## config.mk

```make
export PLATFORM = sky130hd
export DESIGN_NAME = pcre_chain_engine
export DESIGN_NICKNAME = d
export VERILOG_FILES = /design/src/rtl/pcre_engine_pkg.sv /design/src/rtl/pcre_state_cell.sv /design/src/rtl/pcre_chain_engine.sv
export SDC_FILE = /design/constraint.sdc
export NUM_CORES = 1
export LEC_CHECK = 0
export BUFFER_PORTS_ARGS = -buffer_cell sky130_fd_sc_hd__buf_2
export CAP_MARGIN = 5
export CELL_PAD_IN_SITES_DETAIL_PLACEMENT = 2
export CELL_PAD_IN_SITES_GLOBAL_PLACEMENT = 2
export CORE_UTILIZATION = 37
export CTS_BUF_LIST = sky130_fd_sc_hd__clkbuf_2
export DETAILED_ROUTE_END_ITERATION = 6
export HOLD_SLACK_MARGIN = 0.06
export PLACE_DENSITY_LB_ADDON = 0.1
export SYNTH_ARGS = -nofsm -noshare
export SYNTH_HDL_FRONTEND = slang
export SYNTH_HIERARCHICAL = 1
export SYNTH_SLANG_ARGS = --single-unit
```

## constraint.sdc

```tcl
create_clock -name clk -period 4.6 [get_ports clk]
set_input_delay 0.23 -clock clk [delete_from_list [all_inputs] [get_ports clk]]
set_output_delay 0.23 -clock clk [all_outputs]
set_load 0.005 [all_outputs]
```

## src/rtl/pcre_engine_pkg.sv

```systemverilog
// Shared definitions for the PCRE chain matcher: anchor modes, control FSM encoding
// and a small constant-width helper.
package pcre_engine_pkg;

    localparam int ANCHOR_NONE = 0;
    localparam int ANCHOR_SOD  = 1;
    localparam int ANCHOR_SOL  = 2;

    typedef enum logic [1:0] {
        ST_RUN    = 2'd0,
        ST_DRAIN  = 2'd1,
        ST_REPORT = 2'd2,
        ST_DONE   = 2'd3
    } fsm_state_t;

    function automatic int clog2(input int value);
        int r;
        r = 0;
        while ((1 << r) < value) r++;
        return r;
    endfunction

endpackage

```

## src/rtl/pcre_state_cell.sv

```systemverilog
// One NFA state of the linear chain: active when its class hits and it is reached from
// the predecessor, from itself (loop) or from two states back (skip).
module pcre_state_cell #(
    parameter bit LOOP = 1'b0,
    parameter bit SKIP = 1'b0
) (
    input  logic clk,
    input  logic sod,
    input  logic ce,
    input  logic cls_hit,
    input  logic prev,
    input  logic prev2,
    output logic state
);

    always_ff @(posedge clk or posedge sod) begin
        if (sod) begin
            state <= 1'b0;
        end else if (ce) begin
            state <= cls_hit & (prev | (LOOP & state) | (SKIP & prev2));
        end
    end

endmodule

```

## src/rtl/pcre_chain_engine.sv

```systemverilog
// Linear-NFA matcher over the one-hot character-class bus with sticky match,
// first-match position capture and a per-packet valid/ready result.
module pcre_chain_engine
    import pcre_engine_pkg::*;
#(
    parameter int                          N_CLASS   = 40,
    parameter int                          N_STATES  = 12,
    parameter int                          CLS_W     = 6,
    parameter logic [N_STATES*CLS_W-1:0]   CLASS_SEL = '0,
    parameter logic [N_STATES-1:0]         LOOP_MASK = '0,
    parameter logic [N_STATES-1:0]         SKIP_MASK = '0,
    parameter int                          ANCHOR    = 0,
    parameter int                          NL_IDX    = 0,
    parameter int                          POS_W     = 16
) (
    input  logic               clk,
    input  logic               sod,
    input  logic               en,
    input  logic [N_CLASS-1:0] in_class,
    input  logic               eod,
    output logic               match,
    output logic               res_valid,
    input  logic               res_ready,
    output logic               res_match,
    output logic [POS_W-1:0]   res_pos
);

    fsm_state_t       state_q, state_d;
    logic             drain_cnt_q;
    logic             step;
    logic             start_tok;
    logic             first_q, nl_q, match_q;
    logic [POS_W-1:0] pos_q, pos_d_p1, fpos_q;
    // chain[0] is the empty s[-1], chain[1] the start token, chain[i+1] is state i
    logic [N_STATES+1:0] chain;

    assign step = en && (state_q == ST_RUN);

    always_comb begin
        case (ANCHOR)
            ANCHOR_SOD: start_tok = first_q;
            ANCHOR_SOL: start_tok = first_q | nl_q;
            default:    start_tok = 1'b1;
        endcase
    end

    assign chain[0] = 1'b0;
    assign chain[1] = start_tok;

    // ---- stage p0 -> p1: state chain, advanced once per accepted byte
    for (genvar i = 1; i <= N_STATES; i++) begin : g_cell
        logic [CLS_W-1:0] sel;
        assign sel = CLASS_SEL[(i-1)*CLS_W +: CLS_W];

        pcre_state_cell #(
            .LOOP (LOOP_MASK[i-1]),
            .SKIP ((i > 1) ? SKIP_MASK[i-1] : 1'b0)
        ) u_cell (
            .clk     (clk),
            .sod     (sod),
            .ce      (step),
            .cls_hit (in_class[sel]),
            .prev    (chain[i]),
            .prev2   (chain[i-1]),
            .state   (chain[i+1])
        );
    end

    always_ff @(posedge clk or posedge sod) begin
        if (sod) begin
            first_q  <= 1'b1;
            nl_q     <= 1'b0;
            pos_q    <= '0;
            pos_d_p1 <= '0;
        end else if (step) begin
            first_q  <= 1'b0;
            nl_q     <= in_class[NL_IDX];
            pos_d_p1 <= pos_q;
            if (pos_q != {POS_W{1'b1}}) pos_q <= pos_q + 1'b1;
        end
    end

    // ---- stage p1 -> p2: sticky match and first-match position, free-running
    always_ff @(posedge clk or posedge sod) begin
        if (sod) begin
            match_q <= 1'b0;
            fpos_q  <= '0;
        end else begin
            match_q <= match_q | chain[N_STATES+1];
            if (chain[N_STATES+1] && !match_q) fpos_q <= pos_d_p1;
        end
    end

    always_ff @(posedge clk or posedge sod) begin
        if (sod) begin
            state_q     <= ST_RUN;
            drain_cnt_q <= 1'b0;
        end else begin
            state_q     <= state_d;
            drain_cnt_q <= (state_q == ST_DRAIN) && !drain_cnt_q;
        end
    end

    always_comb begin
        state_d = state_q;
        case (state_q)
            ST_RUN:    if (eod) state_d = ST_DRAIN;
            ST_DRAIN:  if (drain_cnt_q) state_d = ST_REPORT;
            ST_REPORT: if (res_ready) state_d = ST_DONE;
            default:   state_d = state_q;
        endcase
    end

    always_comb begin
        res_valid = (state_q == ST_REPORT);
        res_match = res_valid & match_q;
        res_pos   = res_valid ? fpos_q : '0;
        match     = match_q;
    end

endmodule

```

After elaboration in Yosys (flattened, before gate mapping) --
Index checks and enable logic that the tools add are counted.
Word-level totals: register bits after elaboration 64, bits of input ports 45, word-level logic and storage cells 52
Operators by class: $add $sub $neg 1, equality and inequality tests 6, mux-type cells 5, bitwise logic cells 13, reduce and logical (&&, ||, !) cells 9
Operator list (number):
- adder 16 x 1 -> 16 bit (second input constant) | 1
- two-way mux 16 bit | 1
- != test 16 bit (second input constant) | 1
- bitwise AND 1 bit | 12
- two-way mux 2 bit | 3
- one-hot mux 2 bit (3 select lines) | 1
- != test 2 bit (second input constant) | 2
- AND reduction 4 bit | 1
- logical AND 1 bit | 3
- nonzero test 3 bit | 1
- == test 2 x 1 -> 1 bit (second input constant) | 1
- == test 2 bit (second input constant) | 1
- logical NOT 1 bit | 2
- logical NOT 2 bit | 1
- != test 2 x 1 -> 1 bit (second input constant) | 1
- AND reduction 2 bit | 1
- OR 1 bit | 1

Longest topological paths before layout --
depth in word-level cells 3, gate-level depth with buffers 8

Modules after synthesis --
The synthesis kept the hierarchy.
Modules (own cells, without submodules):
- pcre_chain_engine | times used 1, cells each 219, area each 2342.2 µm²
- pcre_state_cell | times used 12, cells each 5, area each 42.5 µm²

Worst setup path after synthesis --
Ideal clock, no wire load.
path kind flip-flop to flip-flop, start register state_q[0], end register g_cell[10].u_cell.state, library setup time 0.088 ns, arrival time 1.977 ns, path slack 2.535 ns, stages on the path, launching flop included 9, path buffers 2, cells stage by stage dfrtp_1 > inv_1 > ha_1 > nand2_1 > inv_1 > clkbuf_1 > clkbuf_1 > nand3_1 > o21ai_1
On the way: cells in the longest elaborated chain, start to end 2
Ends and longest elaborated chain:
- start, declared | RTL line pcre_chain_engine.sv:28 | fsm_state_t state_q, state_d;
- start signal, assigned | RTL line pcre_chain_engine.sv:99 | state_q <= state_d;
- logical NOT 2 bit | RTL line pcre_chain_engine.sv:37 | assign step = en && (state_q == ST_RUN);
- logical AND 1 bit | RTL line pcre_chain_engine.sv:37
- via step | RTL line pcre_chain_engine.sv:30 | logic step;
- end signal, assigned | RTL line pcre_state_cell.sv:20 | state <= cls_hit & (prev | (LOOP & state) | (SKIP & prev2));
- end, declared | RTL line pcre_state_cell.sv:13 | output logic state
The timed path passes the listed nets, and every way through them passes these cells. A chain may end at the register's enable or synchronous reset.

Worst setup path in the final report --
start register state_q[1], end register pos_q[14]
On the way: cells in the longest elaborated chain, start to end 3
Ends and longest elaborated chain:
- logical NOT 2 bit | RTL line pcre_chain_engine.sv:37
- logical AND 1 bit | RTL line pcre_chain_engine.sv:37
- AND reduction 2 bit (no line)
- end signal, assigned | RTL line pcre_chain_engine.sv:79 | if (pos_q != {POS_W{1'b1}}) pos_q <= pos_q + 1'b1;
- end, declared | RTL line pcre_chain_engine.sv:33 | logic [POS_W-1:0] pos_q, pos_d_p1, fpos_q;
No other way between the ends.

==> impl_metrics.csv <==
group,metric,value,unit
setup_path,rrSetupSlack,2.12,ns
setup_path,rr_worst_depth,8,
sta,grt_setup_unrepaired,"no",
setup_path,critPathSlowestCell,"dfrtp_1",
clocking,hold_buffers,1,
detailed_routing,drcViolationCount,0,
setup_path,r2r_end,"pos_q[14]",
die,die_h,89.8,um
placed_design,post_dp_cell_area,0.00308,mm^2
sta,finalSetupViolCount,0,
sta,clock_skew,0.0198,ns
clocking,cts-root-buf,"clkbuf_2",
status,status,"finished clean",
sta,fin_crit_sh,0.539,
die,io_pins,64,
setup_path,worstSetupPathType,"register to register",
logic_synthesis,synth_nets,328,
logic_synthesis,syn_avg_cell_area,10.2,um^2
clocking,cts_tree,"built",
sta,hold_ws,0.0878,ns
die,die_x,89.8,um
logic_synthesis,synthCells,278,
sta,tightest_slew,0.957,ns
global_routing,grt_max_degree,53,
sta,final_max_slew_viol_count,0,
sta,finalHoldViolations,0,
power_and_ir_drop,leakagePower,1.71,nW
setup_path,critPathCaptureType,"register",
clocking,cts.sinks,64,
clocking,ctsResizeCount,0,
detailed_routing,routedWlPerCell,15.3,um
global_routing,gr-total-overflow,0,
global_routing,grt_usage,0.172,
clocking,cts.path.max_buffers,2,
final_layout,final_common_cell,"dfrtp_1",
final_layout,drive_above_1_share,0.214,
clocking,clk_latency,0.49,ns
power_and_ir_drop,p_per_area,410,mW/mm^2
clocking,ctsHtreeMaxLevel,3,
die,start_util,0.389,
sta,setup-tns-final,0,ns
clocking,numCtsBuffers,9,
placed_design,routabilityCongestion,0.704,
detailed_routing,routed_wl,6300,um
setup_path,crit_fanout,20,
placed_design,dp_hpwl,4340,um
detailed_routing,num_vias,2022,
setup_path,worstPathArrival,2.87,ns
power_and_ir_drop,ir_drop,0.168,mV
detailed_routing,via_per_inst,4.91,
setup_path,required,4.99,ns
logic_synthesis,synth_warnings,6,
job,cap_viol_max_count,0,
die,row_count,31,
setup_path,timing.rr.start,"state_q[1]",
final_layout,diodes,0,
die,dieArea,0.00806,mm^2
setup_path,path_common_cell,"inv_1",
clocking,cts_setup_buffers,0,
hold_path,min_from,"in_class[0]",
clocking,clk_pin_slew,0.19,ns
global_routing,antenna_found_initial,0,
sta,period_minus_slack,2.48,ns
setup_path,worstSetupStartpointType,"register",
final_layout,postLayoutCellArea,0.00319,mm^2
setup_path,crit_chain,"inv_1 > ha_1 > nand2_1 > buf_4 > inv_1 > nand3_2 > nor4_1 > mux2_2",
sta,slew_headroom,0.346,
detailed_routing,first_iter_violations,49,
placed_design,dp_cells,396,
die,core_region_area,0.00733,mm^2
sta,fmax,0.403,GHz
global_routing,grt_pass1_vias,2231,
final_layout,final_util,0.435,
hold_path,worstHoldEndpoint,"g_cell[7].u_cell/state",
power_and_ir_drop,fin_total_pwr,1.31,mW
detailed_routing,first_pass_iters,3,
placed_design,port_buffers,24,
final_layout,final_nets,359,
final_layout,layout_common_cells,"64 x dfrtp_1, 54 x nand2_1, 29 x inv_1, 24 x buf_2, 18 x mux2_2",
sta,setup_slack,2.12,ns
detailed_routing,final_antenna_net_count,0,
hold_path,holdPathStages,3,
logic_synthesis,syn_area,0.00285,mm^2
final_layout,areaGrowthSynthToFinish,12.0,%
setup_path,slowest_delay,0.44,ns
global_routing,grt_pass1_wl,11000,um
final_layout,layout.cells.non_filler,412,
placed_design,pre_cts_ws,2.17,ns
hold_path,hp-class,"input pin to register",
==> registers in the layout, summed over array words and instances, names as in the netlist <==
name / count
fpos_q: 16
drain_cnt_q: 1
g_cell.u_cell/state: 12
pos_d_p1: 16
pos_q: 16
state_q: 2
match: 1
==> area by class of cell <==
class	count	area, um^2
Tap cell	99	124
Multi-Input combinational cell	176	1100
Clock buffer	10	50.0
Timing Repair Buffer	28	153
Clock inverter	5	48.8
Fill cell	778	4140
Sequential cell	64	1600
Inverter	30	113
==> critical path: cells and delay by family, from the launching register on <==
family,cells,cell delay [ns]
buf+inv,3,0.76
simple gates,3,0.61
flops,1,0.44
mux,1,0.39
fa+ha+maj,1,0.18
==> routing by layer <==
| layer | vias to the layer above | GRT usage | part of all wire |
|---|---|---|---|
| li1 | 965 | - | - |
| met1 | 1028 | 0.214 | 0.45 |
| met2 | 20 | 0.299 | 0.52 |
| met3 | 9 | 0.0313 | 0.019 |
| met4 | 0 | 0.0615 | 0.018 |
| met5 | - | 0 | 0 |
==> worst max path at each step <==
stage                          start                      end
after floorplan           state_q[0]  g_cell[10].u_cell/state
after global placement    state_q[0]                pos_q[12]
after detailed placement  state_q[0]                pos_q[12]
after CTS                 state_q[1]                pos_q[14]
after global routing      state_q[0]                pos_q[14]
final                     state_q[1]                pos_q[14]
==> power breakdown <==
part	total (mW)	internal, mW	switching (mW)
clock network	0.324	0.121	0.203
registers	0.732	0.653	0.0784
logic	0.254	0.0963	0.157
Power figures use the tool's default switching activity.
